==> src/rtl/spi_pkg.sv <==
// spi_pkg: shared state encoding and constants for the SPI mode-0 initiator.
//   BYTE_W      - frame width in bits
//   CLK_DIV_DEF - default SCLK half-period in clk cycles
//   state_e     - byte engine states
package spi_pkg;
    localparam int BYTE_W = 8;
    localparam int CLK_DIV_DEF = 4;
    typedef enum logic [2:0] {IDLE, SETUP, LOW, HIGH, HOLD, GAP} state_e;
endpackage

==> src/rtl/spi_div_counter.sv <==
// spi_div_counter: reloadable down-counter giving a one-cycle tick DIV cycles after each restart.
//   clk_i     - system clock
//   rst_i     - asynchronous active-high reset
//   restart_i - reload the count (asserted on every state entry)
//   tick_o    - high in the last cycle of the DIV-cycle interval
module spi_div_counter #(
    parameter int unsigned DIV = 4
) (
    input  logic clk_i,
    input  logic rst_i,
    input  logic restart_i,
    output logic tick_o
);
    logic [7:0] cnt_q, cnt_d;

    // Loading DIV-1 makes the tick fall in the cycle before the DIV-th edge,
    // so the state change lands exactly DIV edges after entry.
    always_comb cnt_d = restart_i ? 8'(DIV - 1) : (cnt_q != 8'd0 ? cnt_q - 8'd1 : 8'd0);

    always_ff @(posedge clk_i or posedge rst_i) begin
        if (rst_i) cnt_q <= 8'd0;
        else       cnt_q <= cnt_d;
    end

    assign tick_o = cnt_q == 8'd0;
endmodule

==> src/rtl/spi_master.sv <==
// spi_master: SPI mode-0 initiator (CPOL=0, CPHA=0, MSB first, 8-bit frames).
//   clk_i, rst_i   - system clock, asynchronous active-high reset
//   start_i        - one-cycle byte request, accepted only when idle
//   tx_data_i      - byte to send, latched on an accepted start
//   hold_ss_i      - keep SS low after this byte
//   ss_release_i   - deassert a held SS without sending a byte
//   rx_data_o      - last received byte, updated with done_o
//   done_o         - one-cycle end-of-byte pulse
//   busy_o         - engine cannot accept a start
//   sclk_o, ss_o, mosi_o, miso_i - SPI pins
module spi_master
    import spi_pkg::*;
#(
    parameter int unsigned CLK_DIV = CLK_DIV_DEF
) (
    input  logic              clk_i,
    input  logic              rst_i,
    input  logic              start_i,
    input  logic [BYTE_W-1:0] tx_data_i,
    input  logic              hold_ss_i,
    input  logic              ss_release_i,
    output logic [BYTE_W-1:0] rx_data_o,
    output logic              done_o,
    output logic              busy_o,
    output logic              sclk_o,
    output logic              ss_o,
    output logic              mosi_o,
    input  logic              miso_i
);
    state_e            state_q, state_d;
    logic [BYTE_W-1:0] tx_sh_q, tx_sh_d, rx_sh_q, rx_sh_d, rx_data_q, rx_data_d;
    logic [2:0]        bit_cnt_q, bit_cnt_d;
    logic              hold_q, hold_d, sclk_q, sclk_d, ss_q, ss_d, done_q, done_d;
    logic [1:0]        miso_sync_q;
    logic              tick;

    // Every transition out of a non-idle state happens on a tick, so a state
    // change is exactly the moment the half-period timer must restart.
    spi_div_counter #(.DIV(CLK_DIV)) u_div (
        .clk_i    (clk_i),
        .rst_i    (rst_i),
        .restart_i(state_d != state_q),
        .tick_o   (tick)
    );

    always_comb begin
        state_d   = state_q;
        tx_sh_d   = tx_sh_q;
        rx_sh_d   = rx_sh_q;
        rx_data_d = rx_data_q;
        bit_cnt_d = bit_cnt_q;
        hold_d    = hold_q;
        sclk_d    = sclk_q;
        ss_d      = ss_q;
        done_d    = 1'b0;
        case (state_q)
            IDLE: begin
                if (start_i) begin
                    tx_sh_d   = tx_data_i;
                    hold_d    = hold_ss_i;
                    ss_d      = 1'b0;
                    bit_cnt_d = 3'd0;
                    state_d   = SETUP;
                end else if (ss_release_i && !ss_q) begin
                    ss_d    = 1'b1;
                    state_d = GAP;
                end
            end
            SETUP, LOW: begin
                if (tick) begin
                    sclk_d  = 1'b1;
                    rx_sh_d = {rx_sh_q[BYTE_W-2:0], miso_sync_q[1]};
                    state_d = HIGH;
                end
            end
            HIGH: begin
                if (tick) begin
                    sclk_d = 1'b0;
                    if (bit_cnt_q == 3'(BYTE_W - 1)) begin
                        state_d = HOLD;
                    end else begin
                        tx_sh_d   = {tx_sh_q[BYTE_W-2:0], 1'b0};
                        bit_cnt_d = bit_cnt_q + 3'd1;
                        state_d   = LOW;
                    end
                end
            end
            HOLD: begin
                if (tick) begin
                    done_d    = 1'b1;
                    rx_data_d = rx_sh_q;
                    ss_d      = !hold_q;
                    state_d   = hold_q ? IDLE : GAP;
                end
            end
            GAP:     state_d = tick ? IDLE : GAP;
            default: state_d = IDLE;
        endcase
    end

    always_ff @(posedge clk_i or posedge rst_i) begin
        if (rst_i) begin
            state_q     <= IDLE;
            tx_sh_q     <= '0;
            rx_sh_q     <= '0;
            rx_data_q   <= '0;
            bit_cnt_q   <= 3'd0;
            hold_q      <= 1'b0;
            sclk_q      <= 1'b0;
            ss_q        <= 1'b1;
            done_q      <= 1'b0;
            miso_sync_q <= 2'b00;
        end else begin
            state_q     <= state_d;
            tx_sh_q     <= tx_sh_d;
            rx_sh_q     <= rx_sh_d;
            rx_data_q   <= rx_data_d;
            bit_cnt_q   <= bit_cnt_d;
            hold_q      <= hold_d;
            sclk_q      <= sclk_d;
            ss_q        <= ss_d;
            done_q      <= done_d;
            miso_sync_q <= {miso_sync_q[0], miso_i};
        end
    end

    assign rx_data_o = rx_data_q;
    assign done_o    = done_q;
    assign busy_o    = state_q != IDLE;
    assign sclk_o    = sclk_q;
    assign ss_o      = ss_q;
    // MOSI is the MSB of the transmit shifter, so it only moves on the shift at a falling SCLK.
    assign mosi_o    = tx_sh_q[BYTE_W-1];
endmodule

==> config.mk <==
export PLATFORM = sky130hd
export DESIGN_NAME = spi_master
export DESIGN_NICKNAME = d
export VERILOG_FILES = /design/src/rtl/spi_pkg.sv /design/src/rtl/spi_div_counter.sv /design/src/rtl/spi_master.sv
export SDC_FILE = /design/constraint.sdc
export NUM_CORES = 1
export LEC_CHECK = 0
export BUFFER_PORTS_ARGS = -buffer_cell sky130_fd_sc_hd__buf_2
export CORE_ASPECT_RATIO = 1.2
export CORE_UTILIZATION = 45
export CTS_BUF_LIST = sky130_fd_sc_hd__clkbuf_8
export CTS_CLUSTER_DIAMETER = 30
export DETAILED_ROUTE_END_ITERATION = 7
export PLACE_DENSITY = 0.68
export SYNTH_ARGS = -nofsm -noshare
export SYNTH_HDL_FRONTEND = slang
export SYNTH_SLANG_ARGS = --single-unit
==> constraint.sdc <==
create_clock -name clk_i -period 2.82 [get_ports clk_i]
set_input_delay 0.846 -clock clk_i [delete_from_list [all_inputs] [get_ports clk_i]]
set_output_delay 0.846 -clock clk_i [all_outputs]
set_load 0.02 [all_outputs]
; ---- Yosys cells after proc, flatten, opt, wreduce, memory -nomap -nowiden
; Index checks and enable logic that the tools add are counted.
[classes]
addsub = 2
multipliers = 0
div = 0
magnitude_cmp = 0
eq_ne = 13
n_shift = 0
n_mux = 28
n_bitwise = 0
reduce_logical = 17
[ops]
columns = operator, count
row1 = 8-bit two-way mux, 5
row2 = 3-bit two-way mux, 11
row3 = 8-bit one-hot mux with 2 select lines, 1
row4 = 3-bit one-hot mux with 5 select lines, 1
row5 = 2-bit inequality test (second input constant), 5
row6 = 3-bit equality test (second input constant), 3
row7 = 8-bit logical NOT, 1
row8 = 8-bit nonzero test, 1
row9 = 8-bit by 1-bit subtractor with 8-bit output (second input constant), 1
row10 = 1-bit two-way mux, 7
row11 = 3-bit by 2-bit equality test with 1-bit output (second input constant), 2
row12 = 3-bit one-hot mux with 2 select lines, 1
row13 = 2-bit AND reduction, 3
row14 = 3-bit AND reduction, 2
row15 = 2-bit nonzero test, 3
row16 = 1-bit one-hot mux with 2 select lines, 2
row17 = 4-bit AND reduction, 1
row18 = 3-bit by 1-bit adder with 3-bit output (second input constant), 1
row19 = 3-bit by 1-bit equality test with 1-bit output (second input constant), 1
row20 = 3-bit logical NOT, 1
row21 = 3-bit inequality test, 1
row22 = 3-bit inequality test (second input constant), 1
row23 = 3-bit nonzero test, 1
row24 = 1-bit logical NOT, 2
row25 = other kinds (2), 2
[word_totals]
regBits = 44
latch_bits = 0
ram_bits = 0
romBits = 0
inputBits = 14
out_inout_bits = 13
wordCells = 71
mem_count = 0

; ---- Longest topological paths before layout
[depth]
depth_word = 7
mapped_depth = 7
depth_no_buf = 6

; ---- By module
; Synthesis repeated with hierarchy kept, for this count alone.
[unflattened]
hier_cells = 166
area_unflattened_um2 = 2068.2
[by_module_without_submodules]
columns = module, n_inst, cells_each, area_per_inst_um2, seq_area_each_um2
row1 = spi_master, 1, 123, 1651.6, 902.1
row2 = spi_div_counter, 1, 43, 416.6, 200.2

; ---- Worst setup path after synthesis
; Ideal clock, no wire load.
[synth_timing]
path_type = input -> register
startpoint = in start_i
endpoint = reg tx_sh_q[1]
setup_time_ns = 0.125
arrival_ns = 2.030
required_time_ns = 2.695
slack_ns = 0.665
cell_stages = 4
n_path_buf = 0
path_cell_list = or4b_4 o21a_4 a21oi_4 mux2_2
[synth_via]
elab_chain_cells = 2
[synth_lines]
columns = item, line
row1 = from (decl), spi_master.sv:18  ; input logic start_i,
row2 = 2-bit inequality test (no line), -
row3 = 4-bit AND reduction (no line), -
row4 = to (signal assigned), spi_master.sv:115  ; tx_sh_q <= tx_sh_d;
row5 = to (decl), spi_master.sv:31  ; logic [BYTE_W-1:0] tx_sh_q, tx_sh_d, rx_sh_q, rx_sh_d, rx_data_q, rx_data_d;
; Every way passes these cells.
; A chain may end at the register's enable or synchronous reset.

; ---- Final worst setup path
[layout_timing]
startpoint = reg state_q[2]
endpoint = out busy_o
[layout_via]
elab_chain_cells = 1
[layout_lines]
columns = item, line
row1 = from (decl), spi_master.sv:30  ; state_e state_q, state_d;
row2 = from (signal assigned), spi_master.sv:114  ; state_q <= state_d;
row3 = 3-bit nonzero test, spi_master.sv:129  ; assign busy_o = state_q != IDLE;
row4 = to (decl), spi_master.sv:24  ; output logic busy_o,
; Every way passes these cells.

==> run summary <==
outcome - finished, final reports clean
Crit Path Category - reg2out
Post-synth ARST share - 100%
vias in the first global route - 1447
Finished Layout Cells - 271
Diodes inserted - 0
Mean Syn Cell Area - 11.3 um^2
Post-synth EDFFs - 0
H-tree depth - 2
Seq/Total Area, Yosys - 52.6%
GRT Total Usage - 17.0%
flops & latches, synth - 44
Initial Utilization - 48.1%
area delta synth->final - 13.5%
Clock Latency Late Sink - 0.29 ns
drt first pass iters - 4
TritonCTS clock tree - built
syn_nets - 202
CP Capture Type - output pin
maximum VDD drop - 0.000517 V
Slew Viols, Final - 0
CORE AREA - 4360 um^2
crit-path max FO - 14
final wirelength - 3720 um
I/O pin count - 27
die area - 4940 um^2
Final Util - 54.6%
Slew HR - 64.5%
Fmax achieved - 426 MHz
Lkg Pwr - 1.16 nW
clock sinks - 44
post_cts resized - 0
Die X - 64.3 um
HP Class - reg2reg
synth unique cells - 46
crit start category - flop
Placed Cells - 263
GRT Residual Overflow - 0
initial DRC count - 37
Worst Path Arrival - 1.50 ns
CTS root buffer - clkbuf_8
cts bufs inserted - 5
synth warn - 0
CP peak stage delay - 0.55 ns
final critical-path required period - 2.35 ns
slowest CP cell - dfrtp_1
Residual DRC - 0
clock slew at reported path FFs - 0.08 ns
Syn Inst Count - 185
row count - 26
Data required, critical path - 1.97 ns
delay-heaviest family, CP - flip-flops
CP Buf/Inv Count - 1
Routed wire per std cell - 13.7 um
largest net degree at the start of global routing - 45
final setup vio count - 0
setup TNS - 0 ns
leading area contributor after synthesis - dfrtp_1
pwr dens - 895 nW/um^2
Primary FF master, synth - dfrtp_1
RSZ-0062 raised after global routing - no
Post-Syn Area - 2100 um^2
CP cell instances - or3_1, buf_2
worst hold slack - 0.351 ns
Die H - 76.8 um
total number of vias - 1442
commonest cells in the synthesized netlist - dfrtp_1 (43), nand2_1 (27), mux2_2 (24)
max-cap check violation count - 0
global-route wire length before repair - 6570 um
count leader, synth - dfrtp_1
vias per cell - 5.32
Clock Tree Buf Depth - 2
hold buffers post-CTS - 0
Fin. Hold Viols - 0
Setup Buffers After CTS - 0
GPL Wtd Cong - 0.764
top cells by area, synth - dfrtp_1 (51%), mux2_2 (13%), nand2_1 (4.8%)
initial antenna violation count - 0
share of layout cells above drive strength 1 - 32.6%
Buffers on Ports - 26
area share of the largest cell type after synthesis - 51.3%
dpl hpwl - 2620 um
antenna violation net count after detailed routing - 0
Clock Skews - 0.00319 ns
Worst-Margin Slew - 0.532 ns
Final Power - 2.13 mW
Final period util - 83.3%
fill count - 402
fin nets - 231
-- layer usage --
metal	track usage [%]	wire length, um	up-vias
li1	-	-	712
met1	21.4	1740	706
met2	28.7	1830	20
met3	3.87	105	4
met4	5.33	42	0
met5	0	0	-
-- cells in the final DEF (no fill, tap or decap), drive strengths merged, types with 3 or more instances in the layout --
master  Yosys  final
buf         4     28
clkbuf      2      6
mux2       24     24
nor2       12     12
nor3        6      6
nand3       3      3
xnor2       3      3
dfrtp      43     43
ha          3      3
inv         8      9
o211ai      3      3
o21ai       6      6
nand2      28     28
a21oi       5      5
-- layout make-up --
class	count	area, um^2	share of cell area [%]
Clock inverter	2	13.8	0.578
Inverter	8	30.0	1.26
Tap cell	56	70.1	2.94
Timing Repair Buffer	28	145	6.10
Sequential cell	44	1100	46.3
Clock buffer	6	82.6	3.47
Multi-Input combinational cell	127	936	39.3
-- worst reg2reg max path, stage by stage (launching register included) --
cell,delay (ns)
dfrtp_1,0.39
inv_1,0.09
ha_1,0.25
nor4b_4,0.32
nand2_2,0.24
nor3_4,0.46
mux2_2,0.39
-- worst paths after layout --
| path | from | depth (start not counted) | to | slack, ns |
|---|---|---|---|---|
| max | state_q[2] | 2 | busy_o | 0.47 |
| min | miso_sync_q[0] | 0 | miso_sync_q[1] | 0.35 |
| max reg2reg | u_div.cnt_q[0] | 6 | rx_sh_q[3] | 0.58 |
| min reg2reg | miso_sync_q[0] | 0 | miso_sync_q[1] | 0.35 |
| max in group asynchronous | rst_i | 3 | ss_o | 1.78 |
| min in group asynchronous | rst_i | 3 | rx_sh_q[0] | 0.68 |
-- report_power, final --
part	switching, mW	total (mW)	internal (mW)
clock network	0.213	0.413	0.200
logic	0.382	0.737	0.355
registers	0.172	0.981	0.809
-- kinds of logic (layout without fill, tap and decap cells) --
| logic type | Yosys count | count (layout) | synth area share (%) |
|---|---|---|---|
| AND/OR/NAND/NOR | 68 | 68 | 18.1 |
| buffers and inverters | 14 | 44 | 2.80 |
| XOR/XNOR | 3 | 3 | 1.25 |
| multiplexers | 26 | 26 | 13.8 |
| flip-flops | 44 | 44 | 52.6 |
| adder cells (fa/ha/maj) | 4 | 4 | 2.27 |
| AO/OA/AOI/OAI | 26 | 26 | 9.13 |
-- metrics by stage --
step	worst slack (ns)	instance area, um^2
after floorplan	0.665	2100
final	0.471	2380
after global routing	0.381	2380
after global placement	0.459	2280
after CTS	0.479	2380
after detailed placement	0.439	2280
-- registers in the layout (all words and copies together) (netlist names) --
name and flops:
rx_data_o 8, miso_sync_q 2, state_q 3, ss_o 1
rx_sh_q 8, hold_q 1, u_div.cnt_q 8, tx_sh_q 8
sclk_o 1, bit_cnt_q 3, done_o 1
Note: power is estimated with default switching activity, not from simulation.
